$ cat src/rtl/switch_debouncer.sv
// switch_debouncer: per-bit two-flop synchroniser followed by a counter-based bounce filter.
// Macro DEBOUNCE_EDGE_EN builds the registered sw_rise/sw_fall strobes; when undefined they are tied low.
module switch_debouncer #(
   parameter int unsigned WIDTH           = 8,
   parameter logic [23:0] DEBOUNCE_CYCLES = 24'd100_000,
   parameter int unsigned CNT_W           = 24
) (
   input  logic             clk,
   input  logic             reset,
   input  logic [WIDTH-1:0] sw_in,
   output logic [WIDTH-1:0] sw_level,
   output logic [WIDTH-1:0] sw_rise,
   output logic [WIDTH-1:0] sw_fall
);

   typedef enum logic {
      ST_IDLE    = 1'b0,
      ST_PENDING = 1'b1
   } state_t;

   localparam logic [CNT_W-1:0] LP_CNT_LAST = CNT_W'(DEBOUNCE_CYCLES - 24'd1);
   localparam logic [CNT_W-1:0] LP_CNT_ONE  = CNT_W'(1);

   logic [WIDTH-1:0] r_sync1;
   logic [WIDTH-1:0] r_sync2;
   logic [WIDTH-1:0] r_level;
   logic [CNT_W-1:0] r_cnt       [WIDTH];
   state_t           r_state     [WIDTH];

   logic [WIDTH-1:0] w_level_nxt;
   logic [CNT_W-1:0] w_cnt_nxt   [WIDTH];
   state_t           w_state_nxt [WIDTH];

   // synchroniser, per-channel state, counters and debounced level
   always_ff @(posedge clk or posedge reset) begin
      if (reset) begin
         r_sync1 <= '0;
         r_sync2 <= '0;
         r_level <= '0;
         for (int i = 0; i < WIDTH; i++) begin
            r_cnt[i]   <= '0;
            r_state[i] <= ST_IDLE;
         end
      end else begin
         r_sync1 <= sw_in;
         r_sync2 <= r_sync1;
         r_level <= w_level_nxt;
         for (int i = 0; i < WIDTH; i++) begin
            r_cnt[i]   <= w_cnt_nxt[i];
            r_state[i] <= w_state_nxt[i];
         end
      end
   end

   // next-state logic; the state register is kept equal to (sync2 != level) by looking one edge ahead
   always_comb begin
      w_level_nxt = r_level;
      for (int i = 0; i < WIDTH; i++) begin
         w_cnt_nxt[i]   = '0;
         w_state_nxt[i] = ST_IDLE;
         case (r_state[i])
            ST_IDLE: begin
               w_cnt_nxt[i] = '0;
            end
            ST_PENDING: begin
               if (r_cnt[i] == LP_CNT_LAST) begin
                  w_level_nxt[i] = r_sync2[i];
                  w_cnt_nxt[i]   = '0;
               end else begin
                  w_cnt_nxt[i]   = r_cnt[i] + LP_CNT_ONE;
               end
            end
            default: begin
               w_cnt_nxt[i] = '0;
            end
         endcase
         if (r_sync1[i] != w_level_nxt[i]) begin
            w_state_nxt[i] = ST_PENDING;
         end else begin
            w_state_nxt[i] = ST_IDLE;
         end
      end
   end

   assign sw_level = r_level;

`ifdef DEBOUNCE_EDGE_EN
   logic [WIDTH-1:0] r_rise;
   logic [WIDTH-1:0] r_fall;

   // strobes mark the cycle in which the debounced level first shows its new value
   always_ff @(posedge clk or posedge reset) begin
      if (reset) begin
         r_rise <= '0;
         r_fall <= '0;
      end else begin
         r_rise <= w_level_nxt & ~r_level;
         r_fall <= ~w_level_nxt & r_level;
      end
   end

   assign sw_rise = r_rise;
   assign sw_fall = r_fall;
`else
   assign sw_rise = '0;
   assign sw_fall = '0;
`endif

endmodule

$ cat config.mk
export PLATFORM = sky130hd
export DESIGN_NAME = switch_debouncer
export DESIGN_NICKNAME = d
export VERILOG_FILES = /design/src/rtl/switch_debouncer.sv
export SDC_FILE = /design/constraint.sdc
export NUM_CORES = 1
export LEC_CHECK = 0
export ABC_AREA = 1
export BUFFER_PORTS_ARGS = -buffer_cell sky130_fd_sc_hd__buf_2
export CORE_MARGIN = 2
export CORE_UTILIZATION = 52
export CTS_CLUSTER_SIZE = 40
export DETAILED_ROUTE_END_ITERATION = 8
export PLACE_DENSITY = 0.68
export SLEW_MARGIN = 10
export SYNTH_ARGS = -nofsm -noshare
export SYNTH_HDL_FRONTEND = slang
export SYNTH_SLANG_ARGS = --single-unit
$ cat constraint.sdc
create_clock -name clk -period 8.1 [get_ports clk]
set_clock_uncertainty 0.15 [all_clocks]
set_input_delay 1.215 -clock clk [delete_from_list [all_inputs] [get_ports clk]]
set_output_delay 1.215 -clock clk [all_outputs]
set_load 0.02 [all_outputs]
[After elaboration in Yosys (flattened, before gate mapping)]
Cells that the tools add are included.
Operators by class
  mux-type cells: 40
  add/sub/neg operators: 8
  equality and inequality tests: 16
  bitwise logic cells: 8
Operators by type and width (count)
  24-bit one-hot mux with 2 select lines: 8
  24-bit by 1-bit adder with 24-bit output, second input constant: 8
  24-bit by 17-bit == test with 1-bit output, second input constant: 8
  24-bit 2-to-1 mux: 8
  1-bit 2-to-1 mux: 24
  1-bit != test: 8
  1-bit inverter: 8
Storage, ports and cells
  logic and storage cells: 91
  register bits: 224
  bits of input ports: 10
  output and inout bits: 24

[Depth between registers and ports, before layout]
  depth after elaboration: 5
  gate-level depth with buffers: 10

[Worst setup path before layout]
OpenSTA, ideal clock, no wires.
  kind: register to output
  start point: register r_level[0], in the netlist sw_level[0]
  end point: output sw_level[0]
  setup slack: 6.310 ns
  buffers on the path: 0
  arrival time: 0.425 ns
  stages on the path, launching flop included: 1
  data required time: 6.735 ns
  cell sequence: dfrtp_1
RTL lines
  start: declaration: line 26  | logic [WIDTH-1:0] r_level;
  start signal: assignment: line 47  | r_level <= w_level_nxt;
  end: declaration: line 11  | output logic [WIDTH-1:0] sw_level,
No word-level cell between the ends.

==> metrics.md <==
| Metric | Value |
|---|---|
| Netlist Area Pre-Place | around 13000 um^2 |
| Worst setup SP type | input port |
| Register area share after synthesis | a little over two fifths |
| GRT Residual Overflow | 0 |
| I/O Pins | 34 |
| Post-Synth Adder-Cell Area | less than 1% |
| # diodes | 0 |
| # setup viols final | 0 |
| Largest net degree at the start of global routing | 148 |
| Finished Layout Cells | ~2200 |
| Metal1 wirelength | ~14000 um |
| TritonCTS clock tree | done |
| Mapped Cells | around 1800 |
| HP Class | flip-flop to flip-flop |
| CP required | ~8.5 ns |
| Run status | finished clean |
| Final Max Tran Viols | 0 |
| Post-CTS setup buffer count | 0 |
| Xor and xnor area share after synthesis | between 3 and 4% |
| Layout Utilization | 57.69% |
| Slew @ Worst Pin | 0.9969 ns |
| Initial DRC count | around 750 |
| Peak supply drop | between 0.1 and 0.15 mV |
| Largest family of logic cells by synthesized area | simple AND/OR/NAND/NOR gates |
| Cell Count Post-Placement | 2180 |
| Crit path DAT | roughly 2.9 ns |
| Synth cell types | 33 |
| Initial antenna violation count | 0 |
| Vias in the first global route | around 11000 |
| Period utilization | a little under a third |
| Fin worst setup slack | between 5 and 6 ns |
| Max clock buf depth | 3 |
| CTS sink cnt | 224 |
| Final Hold Fails | 0 |
| Clk root buf | clkbuf_16 |
| Clock latency on the worst-skew pair | about 0.53 ns |
| Ys Warns | 0 |
| # rows | 58 |
| Setup_tns | 0 ns |
| DR vias | between 10000 and 15000 |
| DP Worst Slack | around 4.8 ns |
| Final net count | ~1900 |
| Pre-Repair DR Iteration Count | 6 |
| Number of enable flip-flop cells after synthesis | 0 |
| Chip Width | between 150 and 200 um |
| Antenna viol nets, final | 0 |
| Max Cap Viol | 0 |
| Tmin final | roughly 2.6 ns |
| Leakage | between 6 and 7 nW |
| Post-cts gate resize count | 0 |
| Layout cells sized above 1 | under 10% |
| Hold-fix buffers, CTS | 0 |
| Final instance area | between 10000 and 15000 um^2 |
| #FFs+latches synth | approximately 220 |
| Core footprint | 24960 um^2 |
| Post-synth ARST share | between 90% and 100% |
| H-tree levels | 1 |
| Die Ht | around 160 um |
| Post-Synth Simple-Gate Area | 42.51% |
| Vias/cell | about 5.2 |
| PwrDens | between 150 and 200 nW/um^2 |
| Fmax | slightly below 400 MHz |
| Overall Global Routing Usage | around a quarter |
| Clk slew on worst S/H paths | approximately 0.050 ns |
| Worst Path Max Fanout | between 100 and 150 |
| Slew margin rel. | around a third |
| Port buffer count | 17 |
| Mux contribution to synthesized area | 0% |
| RSZ-0062 raised after global routing | false |
| CP Capture Type | async pin |
| Most common cell after layout, fill and taps aside | nand2_1 |
| Met2 WL post-DR | 13490 um |
| DRC | 0 |
| Met3 WL | about 1300 um |
| Avg Synthesized Cell Area | about 7 um^2 |
| CP Class | input port to async pin |
| Worst Hold Slack | about 0.24 ns |
| Most frequent cells in the layout | 460 x nand2_1, 390 x nor2_1, 234 x inv_1, 224 x dfrtp_1, 148 x nand3_1 |
| Global-route wire length before repair | 51450 um |
| Overall power | between 2 and 2.5 mW |
| Drt wl/cell | ~13 um |
| Fillers | 2448 |
| Starting density of the core | a little over half |
| Post-DP HPWL | between 20000 and 25000 um |
| Die area | approximately 26000 um^2 |
| Placed Area | roughly 14000 um^2 |
| TritonCTS Buffers | 26 |
| Drt total wl | slightly below 30000 um |
| Synth Area in Compound Gates | 1.865% |
| Routability cong. | around 0.96 |
| Top_reg_cell synth | dfrtp_1 |
| Area grow syn2layout | 10.11% |
| Max layer used | met4 |
-- logic make-up after synthesis --
family                   after synthesis
adder cells (fa/ha/maj)                8
AND/OR/NAND/NOR                     1238
other                                  1
buffers and inverters                275
flip-flops                           224
XOR/XNOR                              54
AO/OA/AOI/OAI                         40
-- critical path: stages --
cell	delay [ns]
buf_2	0.13
inv_8	0.61
buf_4	0.88
-- sequential cells by signal (all words and copies together), names as in the netlist --
signal	flops
r_cnt	192
r_state	8
r_sync1	8
r_sync2	8
sw_level	8
-- synth_stat cells, drive strengths merged (12+ instances only) --
| master | count | area [um^2] |
|---|---|---|
| buf | 16 | 120.1 |
| dfrtp | 224 | 5605 |
| inv | 251 | 942.2 |
| nand2 | 468 | 1782 |
| nand3 | 155 | 810.8 |
| nand4 | 71 | 444.2 |
| nor2 | 405 | 1598 |
| nor3 | 92 | 553.0 |
| nor3b | 36 | 300.3 |
| o21ai | 14 | 70.07 |
| xnor2 | 12 | 105.1 |
| xor2 | 42 | 367.9 |
-- report_power, final --
group          internal (mW)  switching (mW)  total (mW)
Combinational         0.0131          0.0570      0.0700
Sequential              1.14          0.0156        1.15
Clock                  0.770           0.458        1.23
-- worst paths after layout --
path / startpoint / end / slack [ns] / cells past startpoint
min in group asynchronous: reset / r_cnt[84]$_DFF_PP0_ / 0.71 / 2
max: reset / r_cnt[175]$_DFF_PP0_ / 5.55 / 3
min: r_sync1[2]$_DFF_PP0_ / r_sync2[2]$_DFF_PP0_ / 0.24 / 0
max reg2reg: r_cnt[72]$_DFF_PP0_ / r_cnt[81]$_DFF_PP0_ / 6.12 / 8
min reg2reg: r_sync1[2]$_DFF_PP0_ / r_sync2[2]$_DFF_PP0_ / 0.24 / 0
max in group clk: sw_level[1]$_DFF_PP0_ / sw_level[1] / 5.65 / 1
-- per-layer routing --
metal,track usage [%],vias to the layer above
li1,-,5882
met1,33.17,5288
met2,37.87,243
met3,2.903,54
met4,6.597,0
met5,0,-
-- layout make-up --
class | instances | area (um^2) | share of cell area [%]
inverter | 252 | 953.4 | 6.620
timing repair buffer | 18 | 92.59 | 0.6429
tap | 330 | 412.9 | 2.867
multi-input combinational | 1356 | 6437 | 44.70
clock inverter | 8 | 150.1 | 1.043
sequential | 224 | 5605 | 38.92
clock buffer | 36 | 749.5 | 5.204
Power figures use the tool's default switching activity.
